==> src/rtl/generic_sram_byte_en_arb.sv <==
// generic_sram_byte_en_arb
// Two-requester arbiter in front of a single-port SRAM with byte enables and
// registered read data. Grants are combinational. The accepted command is
// registered onto the SRAM pins one cycle after the grant. Read data comes back
// to the owning requester two cycles after the grant.
//
// Build option: define GENERIC_SRAM_BYTE_EN_ARB_RR_EN to get round-robin
// arbitration. Without it, requester 0 has fixed priority.
module generic_sram_byte_en_arb #(
    parameter int ADDRESS_WIDTH = 7,
    parameter int DATA_WIDTH    = 128
) (
    input  logic                      i_clk,
    input  logic                      i_rst_n,

    input  logic                      i_p0_req,
    input  logic                      i_p0_we,
    input  logic [ADDRESS_WIDTH-1:0]  i_p0_addr,
    input  logic [DATA_WIDTH-1:0]     i_p0_wdata,
    input  logic [DATA_WIDTH/8-1:0]   i_p0_be,
    output logic                      o_p0_gnt,
    output logic                      o_p0_rvalid,
    output logic [DATA_WIDTH-1:0]     o_p0_rdata,

    input  logic                      i_p1_req,
    input  logic                      i_p1_we,
    input  logic [ADDRESS_WIDTH-1:0]  i_p1_addr,
    input  logic [DATA_WIDTH-1:0]     i_p1_wdata,
    input  logic [DATA_WIDTH/8-1:0]   i_p1_be,
    output logic                      o_p1_gnt,
    output logic                      o_p1_rvalid,
    output logic [DATA_WIDTH-1:0]     o_p1_rdata,

    output logic [ADDRESS_WIDTH-1:0]  o_sram_address,
    output logic [DATA_WIDTH-1:0]     o_sram_write_data,
    output logic                      o_sram_write_enable,
    output logic [DATA_WIDTH/8-1:0]   o_sram_byte_enable,
    input  logic [DATA_WIDTH-1:0]     i_sram_read_data
);

    localparam int BE_WIDTH = DATA_WIDTH / 8;

    logic                     gnt0;
    logic                     gnt1;
    logic                     any_gnt;

    // Registered SRAM command
    logic [ADDRESS_WIDTH-1:0] addr_q,  addr_d;
    logic [DATA_WIDTH-1:0]    wdata_q, wdata_d;
    logic                     we_q,    we_d;
    logic [BE_WIDTH-1:0]      be_q,    be_d;

    // Read-owner pipeline: stage 1 matches the SRAM command cycle, and stage 2
    // matches the cycle in which the SRAM read data is valid.
    logic                     rd1_v_q,   rd1_v_d;
    logic                     rd1_own_q, rd1_own_d;
    logic                     rd2_v_q;
    logic                     rd2_own_q;

`ifdef GENERIC_SRAM_BYTE_EN_ARB_RR_EN
    // 1 when requester 1 received the most recent grant
    logic                     last_q, last_d;

    // Round-robin grant: on contention, the requester that was not granted last wins
    always_comb begin
        // NOTE: every always_comb output gets a default first, so no path can leave it unassigned and infer a latch.
        gnt0 = 1'b0;
        gnt1 = 1'b0;
        if (i_rst_n) begin
            if (i_p0_req && (!i_p1_req || last_q)) begin
                gnt0 = 1'b1;
            end else if (i_p1_req) begin
                gnt1 = 1'b1;
            end
        end
    end

    // Pointer next state: follows every accepted command
    always_comb begin
        last_d = last_q;
        if (any_gnt) begin
            last_d = gnt1;
        end
    end

    // Pointer register; reset says requester 1 was last, so requester 0 wins first
    always_ff @(posedge i_clk or negedge i_rst_n) begin
        if (!i_rst_n) begin
            last_q <= 1'b1;
        end else begin
            last_q <= last_d;
        end
    end
`else
    // Fixed-priority grant: requester 0 always wins
    always_comb begin
        gnt0 = 1'b0;
        gnt1 = 1'b0;
        if (i_rst_n) begin
            if (i_p0_req) begin
                gnt0 = 1'b1;
            end else if (i_p1_req) begin
                gnt1 = 1'b1;
            end
        end
    end
`endif

    assign any_gnt = gnt0 | gnt1;

    // Next-state logic: capture the accepted command, otherwise hold and drop write enable
    always_comb begin
        addr_d    = addr_q;
        wdata_d   = wdata_q;
        be_d      = be_q;
        we_d      = 1'b0;
        rd1_v_d   = 1'b0;
        rd1_own_d = rd1_own_q;
        if (any_gnt) begin
            addr_d    = gnt1 ? i_p1_addr  : i_p0_addr;
            wdata_d   = gnt1 ? i_p1_wdata : i_p0_wdata;
            we_d      = gnt1 ? i_p1_we    : i_p0_we;
            // Reads present all-zero byte enables; writes pass the enables through unchanged
            be_d      = we_d ? (gnt1 ? i_p1_be : i_p0_be) : '0;
            rd1_v_d   = !we_d;
            rd1_own_d = gnt1;
        end
    end

    // SRAM command register and read-owner pipeline; reset discards reads in flight
    always_ff @(posedge i_clk or negedge i_rst_n) begin
        if (!i_rst_n) begin
            addr_q    <= '0;
            wdata_q   <= '0;
            we_q      <= 1'b0;
            be_q      <= '0;
            rd1_v_q   <= 1'b0;
            rd1_own_q <= 1'b0;
            rd2_v_q   <= 1'b0;
            rd2_own_q <= 1'b0;
        end else begin
            // NOTE: sequential state uses non-blocking assignments, so every register samples pre-edge values.
            addr_q    <= addr_d;
            wdata_q   <= wdata_d;
            we_q      <= we_d;
            be_q      <= be_d;
            rd1_v_q   <= rd1_v_d;
            rd1_own_q <= rd1_own_d;
            rd2_v_q   <= rd1_v_q;
            rd2_own_q <= rd1_own_q;
        end
    end

    assign o_p0_gnt            = gnt0;
    assign o_p1_gnt            = gnt1;

    assign o_sram_address      = addr_q;
    assign o_sram_write_data   = wdata_q;
    assign o_sram_write_enable = we_q;
    assign o_sram_byte_enable  = be_q;

    // Read data is steered to the owner only, and is zero whenever it is not valid
    assign o_p0_rvalid = rd2_v_q & ~rd2_own_q;
    assign o_p1_rvalid = rd2_v_q &  rd2_own_q;
    assign o_p0_rdata  = o_p0_rvalid ? i_sram_read_data : '0;
    assign o_p1_rdata  = o_p1_rvalid ? i_sram_read_data : '0;

endmodule

==> config.mk <==
export PLATFORM = sky130hd
export DESIGN_NAME = generic_sram_byte_en_arb
export DESIGN_NICKNAME = d
export VERILOG_FILES = /design/src/rtl/generic_sram_byte_en_arb.sv
export SDC_FILE = /design/constraint.sdc
export NUM_CORES = 1
export LEC_CHECK = 0
export BUFFER_PORTS_ARGS = -buffer_cell sky130_fd_sc_hd__buf_2
export CORE_AREA = 4 4 332 334
export CTS_BUF_LIST = sky130_fd_sc_hd__clkbuf_2 sky130_fd_sc_hd__clkbuf_4 sky130_fd_sc_hd__clkbuf_8
export DETAILED_ROUTE_END_ITERATION = 10
export DIE_AREA = 0 0 336 338
export SLEW_MARGIN = 15
export SYNTH_ARGS = -nofsm -noshare
export SYNTH_HDL_FRONTEND = slang
export SYNTH_SLANG_ARGS = --single-unit
==> constraint.sdc <==
create_clock -name i_clk -period 2.3 [get_ports i_clk]
set_clock_uncertainty 0.15 [all_clocks]
set_input_delay 0.69 -clock i_clk [delete_from_list [all_inputs] [get_ports i_clk]]
set_output_delay 0.69 -clock i_clk [all_outputs]
set_load 0.05 [all_outputs]
==> metrics.txt, run 1 <==
status finished with violations; failing checks setup timing; total of max-cap violations 0; fmax approximately 0.34 GHz; Cell Count Post-Placement roughly 3300; layout cells sized above 1 55.1%; Critical Path Max Stage Delay around 0.52 ns; Max Transition Viols Final 0; Crit Path Max Fanout 9; CTS Buf Count 17; R2R cell count 2; vias per cell just under 4; pwr dens ~560 nW/um^2; Final Hold Fails 0; most used cell, CP buf_6; cells after synthesis roughly 1200; post-place setup slack between 0.02 and 0.025 ns; RSZ-0062 raised after global routing true; fillers between 10000 and 15000; count of different cell masters after synthesis 25; Detailed Route Iter0 Violations 872; CTS root buf clkbuf_8; Critical path buffers and inverters 4; worst-case clock buffer depth 2; FF+latch count, synth 156; Post-Layout Inst Area about 20000 um^2; Placer Congestion about 0.86; initial antenna violation count roughly 100; Worst path depth 6; core footprint 107000 um^2; first-pass GRT wire length between 100 and 150 mm; CP cell instances nor2b_4, buf_6, buf_12, clkbuf_16, and2_1, buf_6; Layout area overhead 102%; routed wire length between 80 and 90 mm; Rel. slew slack 53.1%; port buffer count 847; CP Class flip-flop to output pin; final antenna-violating net count 0; flip-flop and latch area roughly 3900 um^2; clock tree from TritonCTS done; Die Span X 336 um; syn nets around 1600; Vias 13400; Clk pin slew, worst setup/hold paths 0.14 ns; endpoint class of the critical path output pin; sequential-to-total area share from yosys stat about two fifths; Total GRT Usage roughly 14%; area of the multi-input gates 5590 um^2; Finished Layout Cells between 3000 and 4000; largest net degree at the start of global routing 83; hpwl dp between 60 and 70 mm; min cycle time layout 2.90 ns; mean post-synth cell area between 8 and 9 um^2; synthesized area roughly 9700 um^2; Critical Path AT 2.06 ns; hold path cells 2; Die H roughly 340 um; peak supply drop 0.284 mV; Syn. warnings 0; vias in the first global route 12200; period utilization 126%; Worst setup SP type flip-flop; slack of the critical path -0.601 ns; row count 120; Die ar. between 100000 and 150000 um^2; number of nets in the layout 2405; delay-heaviest family, CP buffers and inverters; clock tree sinks between 150 and 200; I/O pin count between 800 and 900; Skew-Pair Late Insertion Delay between 0.5 and 0.6 ns; CP required roughly 1.5 ns; Final setup viols between 300 and 400; total gr overflow 0; min-delay worst type primary input to flip-flop; slowest CP cell dfrtp_4; Avg WL per Cell between 20 and 30 um; # DRC 0; Worst-Margin Slew 0.703 ns; Placed Area 17200 um^2; Starting Density 9.09%; Static Leakage between 8 and 9 nW; Max H-tree Level 4; First-pass DRT Iterations 5
## layout make-up
cell class | instances | share of cell area, %
Timing Repair Buffer | 934 | 40.0
Multi-Input combinational cell | 856 | 28.4
Sequential cell | 156 | 19.9
Tap cell | 1403 | 8.92
Clock buffer | 17 | 1.19
Clock inverter | 15 | 1.06
Antenna cell | 30 | 0.381
Inverter | 4 | 0.133
## synthesized netlist by cell type
library cell	instances	area, um^2
and3_1	128	801
inv_1	2	7.51
buf_8	1	15.0
nor2_1	1	3.75
dfrtp_1	156	3900
nor2b_1	1	6.26
o21ai_1	9	45.0
clkbuf_1	73	274
buf_2	42	210
and3b_1	1	8.76
a21oi_1	136	681
buf_1	12	45.0
clkbuf_2	1	5.00
nand2_2	1	6.26
o22ai_1	135	845
a211oi_2	1	12.5
inv_2	2	7.51
nand2_1	16	60.1
buf_6	1	11.3
o21ai_0	142	711
o21ai_2	2	17.5
mux2i_1	16	160
and2_1	131	820
buf_4	6	45.0
nand3b_1	136	1020
## what timing repair did
action / 4_1_cts / 5_1_grt
cloned: 1 / 11
pin swaps: 0 / 18
hold buffers: 1 / 0
setup buffers: 3 / 3
hold endpoints to repair: 36 / 0
setup endpoints to repair: 273 / 394
gates resized for setup: 255 / 302
## cell usage in the layout, fill, tap and decap left out, types with 2 or more instances in the layout
cell type	netlist	layout
nand3b_1	136	136
buf_8	1	54
o21ai_0	142	142
buf_2	42	601
inv_6	0	4
o22ai_1	135	135
and2_1	131	46
diode_2	0	30
a21oi_1	136	136
buf_12	0	108
o21ai_2	2	2
dfrtp_4	0	2
and3_4	0	32
clkbuf_8	0	18
o21ai_1	9	9
and2_4	0	85
clkbuf_16	0	8
inv_12	0	3
buf_16	0	3
dfrtp_1	156	154
buf_6	1	109
clkinv_8	0	7
and3_1	128	96
nand2_1	16	16
buf_4	6	49
mux2i_1	16	16
## per-stage QoR
step / util, % / setup TNS [ns] / hold WS [ns] / power (mW)
global placement: 16.1 / 0 / 0.184 / 8.20
global route: 18.4 / -168.28 / 0.0952 / 11.6
floorplan: - / 0 / 0.181 / 6.22
CTS: 17.3 / -159.35 / 0.0628 / 11.1
detailed placement: 16.1 / 0 / 0.186 / 8.23
finish: 18.4 / -122.70 / 0.174 / 11.1
## worst register-to-register path, stage by stage (launching register included)
cell and delay, ns:
dfrtp_1 0.43, o21ai_0 0.18, a21oi_1 0.09
## report_power, final
group          switching [mW]  internal (mW)
Combinational            3.54           1.62
Sequential              0.297           3.12
Clock                    1.63          0.866
Total                    5.47           5.61
## worst paths after layout
kind	from	endpoint	slack [ns]
min in group asynchronous	i_rst_n	o_sram_byte_enable[5]$_DFFE_PN0P_	0.50
worst max-delay path	rd2_own_q$_DFF_PN0_	o_p0_rdata[17]	-0.60
worst min-delay path	i_p1_we	rd1_v_q$_DFF_PN0_	0.17
worst min register to register	rd1_v_q$_DFF_PN0_	rd2_v_q$_DFF_PN0_	0.22
max in group asynchronous	i_rst_n	o_sram_write_data[84]$_DFFE_PN0P_	0.48
worst max register to register	o_sram_write_data[47]$_DFFE_PN0P_	o_sram_write_data[47]$_DFFE_PN0P_	1.34
## layer usage
metal | track usage (%) | part of all wire [%] | routed length [um] | up-vias
met4 | 4.45 | 3.2 | 2790 | 56
li1 | - | - | - | 5895
met2 | 23.0 | 47 | 41100 | 800
met5 | 0 | 0.41 | 357 | -
met3 | 7.58 | 13 | 11200 | 232
met1 | 15.1 | 36 | 31200 | 6402
## logic make-up (layout without fill, tap and decap cells)
kind of cell,Yosys count,count (layout),share of synthesized area (%)
buf+inv,140,970,6.38
mux,16,16,1.65
other cells,0,30,0
simple gates,415,415,28.0
compound gates,425,425,23.8
flops,156,156,40.2
## sequential cells by signal, summed over array words and instances (netlist names)
register,flops
rd1_own_q,1
o_sram_write_data,128
o_sram_write_enable,1
o_sram_byte_enable,16
rd2_own_q,1
rd2_v_q,1
o_sram_address,7
rd1_v_q,1
Note: power is estimated with default switching activity, not from simulation.
==> run 2, diff against run 1 <==
--- a/config.mk
+++ b/config.mk
@@ -6,10 +6,10 @@
 export NUM_CORES = 1
 export LEC_CHECK = 0
 export BUFFER_PORTS_ARGS = -buffer_cell sky130_fd_sc_hd__buf_2
-export CORE_AREA = 4 4 332 334
+export CORE_AREA = 4 4 330 332
 export CTS_BUF_LIST = sky130_fd_sc_hd__clkbuf_2 sky130_fd_sc_hd__clkbuf_4 sky130_fd_sc_hd__clkbuf_8
 export DETAILED_ROUTE_END_ITERATION = 10
-export DIE_AREA = 0 0 336 338
+export DIE_AREA = 0 0 334 336
 export SLEW_MARGIN = 15
 export SYNTH_ARGS = -nofsm -noshare
 export SYNTH_HDL_FRONTEND = slang
==> constraint.sdc (replaced) <==
create_clock -name i_clk -period 2.5 [get_ports i_clk]
set_clock_uncertainty 0.15 [all_clocks]
set_input_delay 0.75 -clock i_clk [delete_from_list [all_inputs] [get_ports i_clk]]
set_output_delay 0.75 -clock i_clk [all_outputs]
set_load 0.05 [all_outputs]
==> run 2 against run 1 <==
The flow still finishes with violations (setup timing). Register-to-register slack improved by 0.14 ns. First-iteration DRC count decreased by 11%. Total power decreased by 6.9%. Sequential power decreased by 8.2%. Sequential cell count unchanged. Combinational power decreased by 5.2%. Routed wire length increased by 1.2%. Non-clock buffer count increased by 12. Largest cell class unchanged.
==> metrics.txt, run 2 (same netlist as run 1, synthesis figures left out) <==
Starting Density a little under a tenth; total of max-cap violations 0; initial antenna violation count 79; Net Sw Frac between 40% and 50%; Max Transition Viols Final 0; max reg flops 128; min-delay worst type primary input to asynchronous set/reset pin; leading cell types in the layout, fill and taps excluded buf_2 (586), dfrtp_1 (154), o21ai_0 (142); Final setup viols approximately 260; hpwl dp 68.6 mm; RSZ-0062 raised after global routing true; vias in the first global route ~13000; Total GRT Usage between 10% and 20%; port buffer count 847; routed wire length between 80 and 90 mm; Critical path buffers and inverters 4; CP required 1.60 ns; Placed Area 17200 um^2; number of nets in the layout between 2000 and 2500; Placer Congestion 0.883; Clk pwr share approximately 22%; slack of the critical path -0.409 ns; largest net degree at the start of global routing 83; Comb pwr share ~47%; worst-case clock buffer depth 2; CTS Buf Count 17; Sw Pwr ~5.1 mW; Crit Path Max Fanout 7; Post-Layout Inst Area around 20000 um^2; Worst-Margin Slew about 0.75 ns; Critical Path Max Stage Delay approximately 0.52 ns; delay-heaviest family, CP buffers and inverters; Vias about 14000; endpoint class of the critical path output pin; commonest non-fill, non-tap cell in the layout buf_2; core footprint 106000 um^2; # DRC 0; pwr dens just over 500 nW/um^2; first-pass GRT wire length approximately 110 mm; Avg WL per Cell 25.6 um; vias per cell 3.98; status finished with violations; First-pass DRT Iterations 5; clock tree from TritonCTS done; Die H between 300 and 400 um; slowest CP cell dfrtp_4; most used cell, CP buf_12; post-place setup slack -0.0299 ns; Rel. slew slack 49.7%; failing checks setup timing; Die ar. around 110000 um^2; CP Class flip-flop to output pin; Flop pwr share just over 30%; fmax 0.344 GHz; Die Span X about 330 um; CTS root buf clkbuf_8; peak supply drop ~0.36 mV; final antenna-violating net count 0; I/O pin count 848; Static Leakage 8.89 nW; row count 120; Critical Path AT 2.01 ns; Max H-tree Level 4; layout cells sized above 1 about three fifths; Int Pwr 5.23 mW; Final Hold Fails 0; clock tree sinks 156; min cycle time layout ~2.9 ns; Skew-Pair Late Insertion Delay 0.53 ns; Detailed Route Iter0 Violations 776; CP cell instances nor2b_4, buf_12, buf_12, clkbuf_16, and2_4, buf_8; Clk pin slew, worst setup/hold paths 0.13 ns; period utilization 116%; total gr overflow 0; fillers between 10000 and 15000; Layout area overhead 109%; Worst setup SP type flip-flop
[run 2: cell count changes in the layout (fill, tap and decap cells not counted), moves of 6 or more]
| cell | previous run | this run |
|---|---|---|
| buf_4 | 49 | 70 |
| and3_1 | 96 | 16 |
| and2_4 | 85 | 72 |
| and2_1 | 46 | 59 |
| buf_12 | 108 | 115 |
| buf_2 | 601 | 586 |
| and3_4 | 32 | 112 |
| buf_16 | 3 | 9 |
| buf_8 | 54 | 31 |
| buf_6 | 109 | 119 |
[run 2: per-layer routing]
metal	up-vias	GRT usage [%]	wire, um
li1	5924	-	-
met1	6542	15.5	31400
met2	895	23.8	41600
met3	243	7.07	10700
met4	46	4.70	3840
met5	-	0	307
[run 2: cell type report]
class / instances / area [um^2] / share of cell area [%]
multi-input combinational: 856 / 5960 / 29.3
tap: 1403 / 1760 / 8.63
antenna: 30 / 75.1 / 0.369
timing repair buffer: 946 / 8170 / 40.2
sequential: 156 / 3910 / 19.2
clock inverter: 15 / 204 / 1.00
inverter: 4 / 23.8 / 0.117
clock buffer: 17 / 234 / 1.15
[run 2: through the flow]
step / cells / setup TNS, ns / utilization, % / power [mW] / hold WS [ns]
after detailed placement: 3326 / -0.0299 / 16.2 / 7.58 / 0.193
final: 3427 / -74.39 / 19.1 / 10.3 / 0.0942
after global routing: 3406 / -106.78 / 19.1 / 10.8 / 0.0189
after CTS: 3375 / -104.49 / 18.2 / 10.3 / 0.0407
after global placement: 3326 / -0.0117 / 16.2 / 7.54 / 0.187
after floorplan: 1152 / 0 / - / 5.72 / 0.181
[run 2: what timing repair did]
action,in CTS,in global routing
gates resized for setup,435,117
setup buffers,10,2
hold buffers,1,2
cloned,6,20
pin swaps,1,19
setup endpoints to repair,258,313
hold endpoints to repair,17,1
[run 2: path summary, 6_finish.rpt]
| check | from | to | slack [ns] | cells after the start |
|---|---|---|---|---|
| min in group i_clk | rd1_v_q$_DFF_PN0_ | rd2_v_q$_DFF_PN0_ | 0.21 | 0 |
| setup reg to reg | o_sram_write_data[0]$_DFFE_PN0P_ | o_sram_write_data[0]$_DFFE_PN0P_ | 1.48 | 2 |
| max in group asynchronous | i_rst_n | o_sram_write_data[32]$_DFFE_PN0P_ | 0.91 | 4 |
| hold / removal | i_rst_n | o_sram_write_data[7]$_DFFE_PN0P_ | 0.09 | 2 |
| setup / recovery | rd2_own_q$_DFF_PN0_ | o_p0_rdata[80] | -0.41 | 6 |
| hold reg to reg | rd1_v_q$_DFF_PN0_ | rd2_v_q$_DFF_PN0_ | 0.21 | 0 |
[run 2: worst reg2reg max path, cell delays in order, from the launching register on]
cell and delay, ns:
dfrtp_1 0.44, o22ai_1 0.25, a21oi_1 0.07
[run 2: power groups by stage]
stage / logic, mW / registers (mW) / clock network (mW)
after global placement: 4.37 / 3.17 / 0
after floorplan: 1.37 / 4.35 / 0
after detailed placement: 4.40 / 3.18 / 0
after global routing: 5.12 / 3.19 / 2.54
final: 4.89 / 3.14 / 2.28
after CTS: 4.68 / 3.14 / 2.48
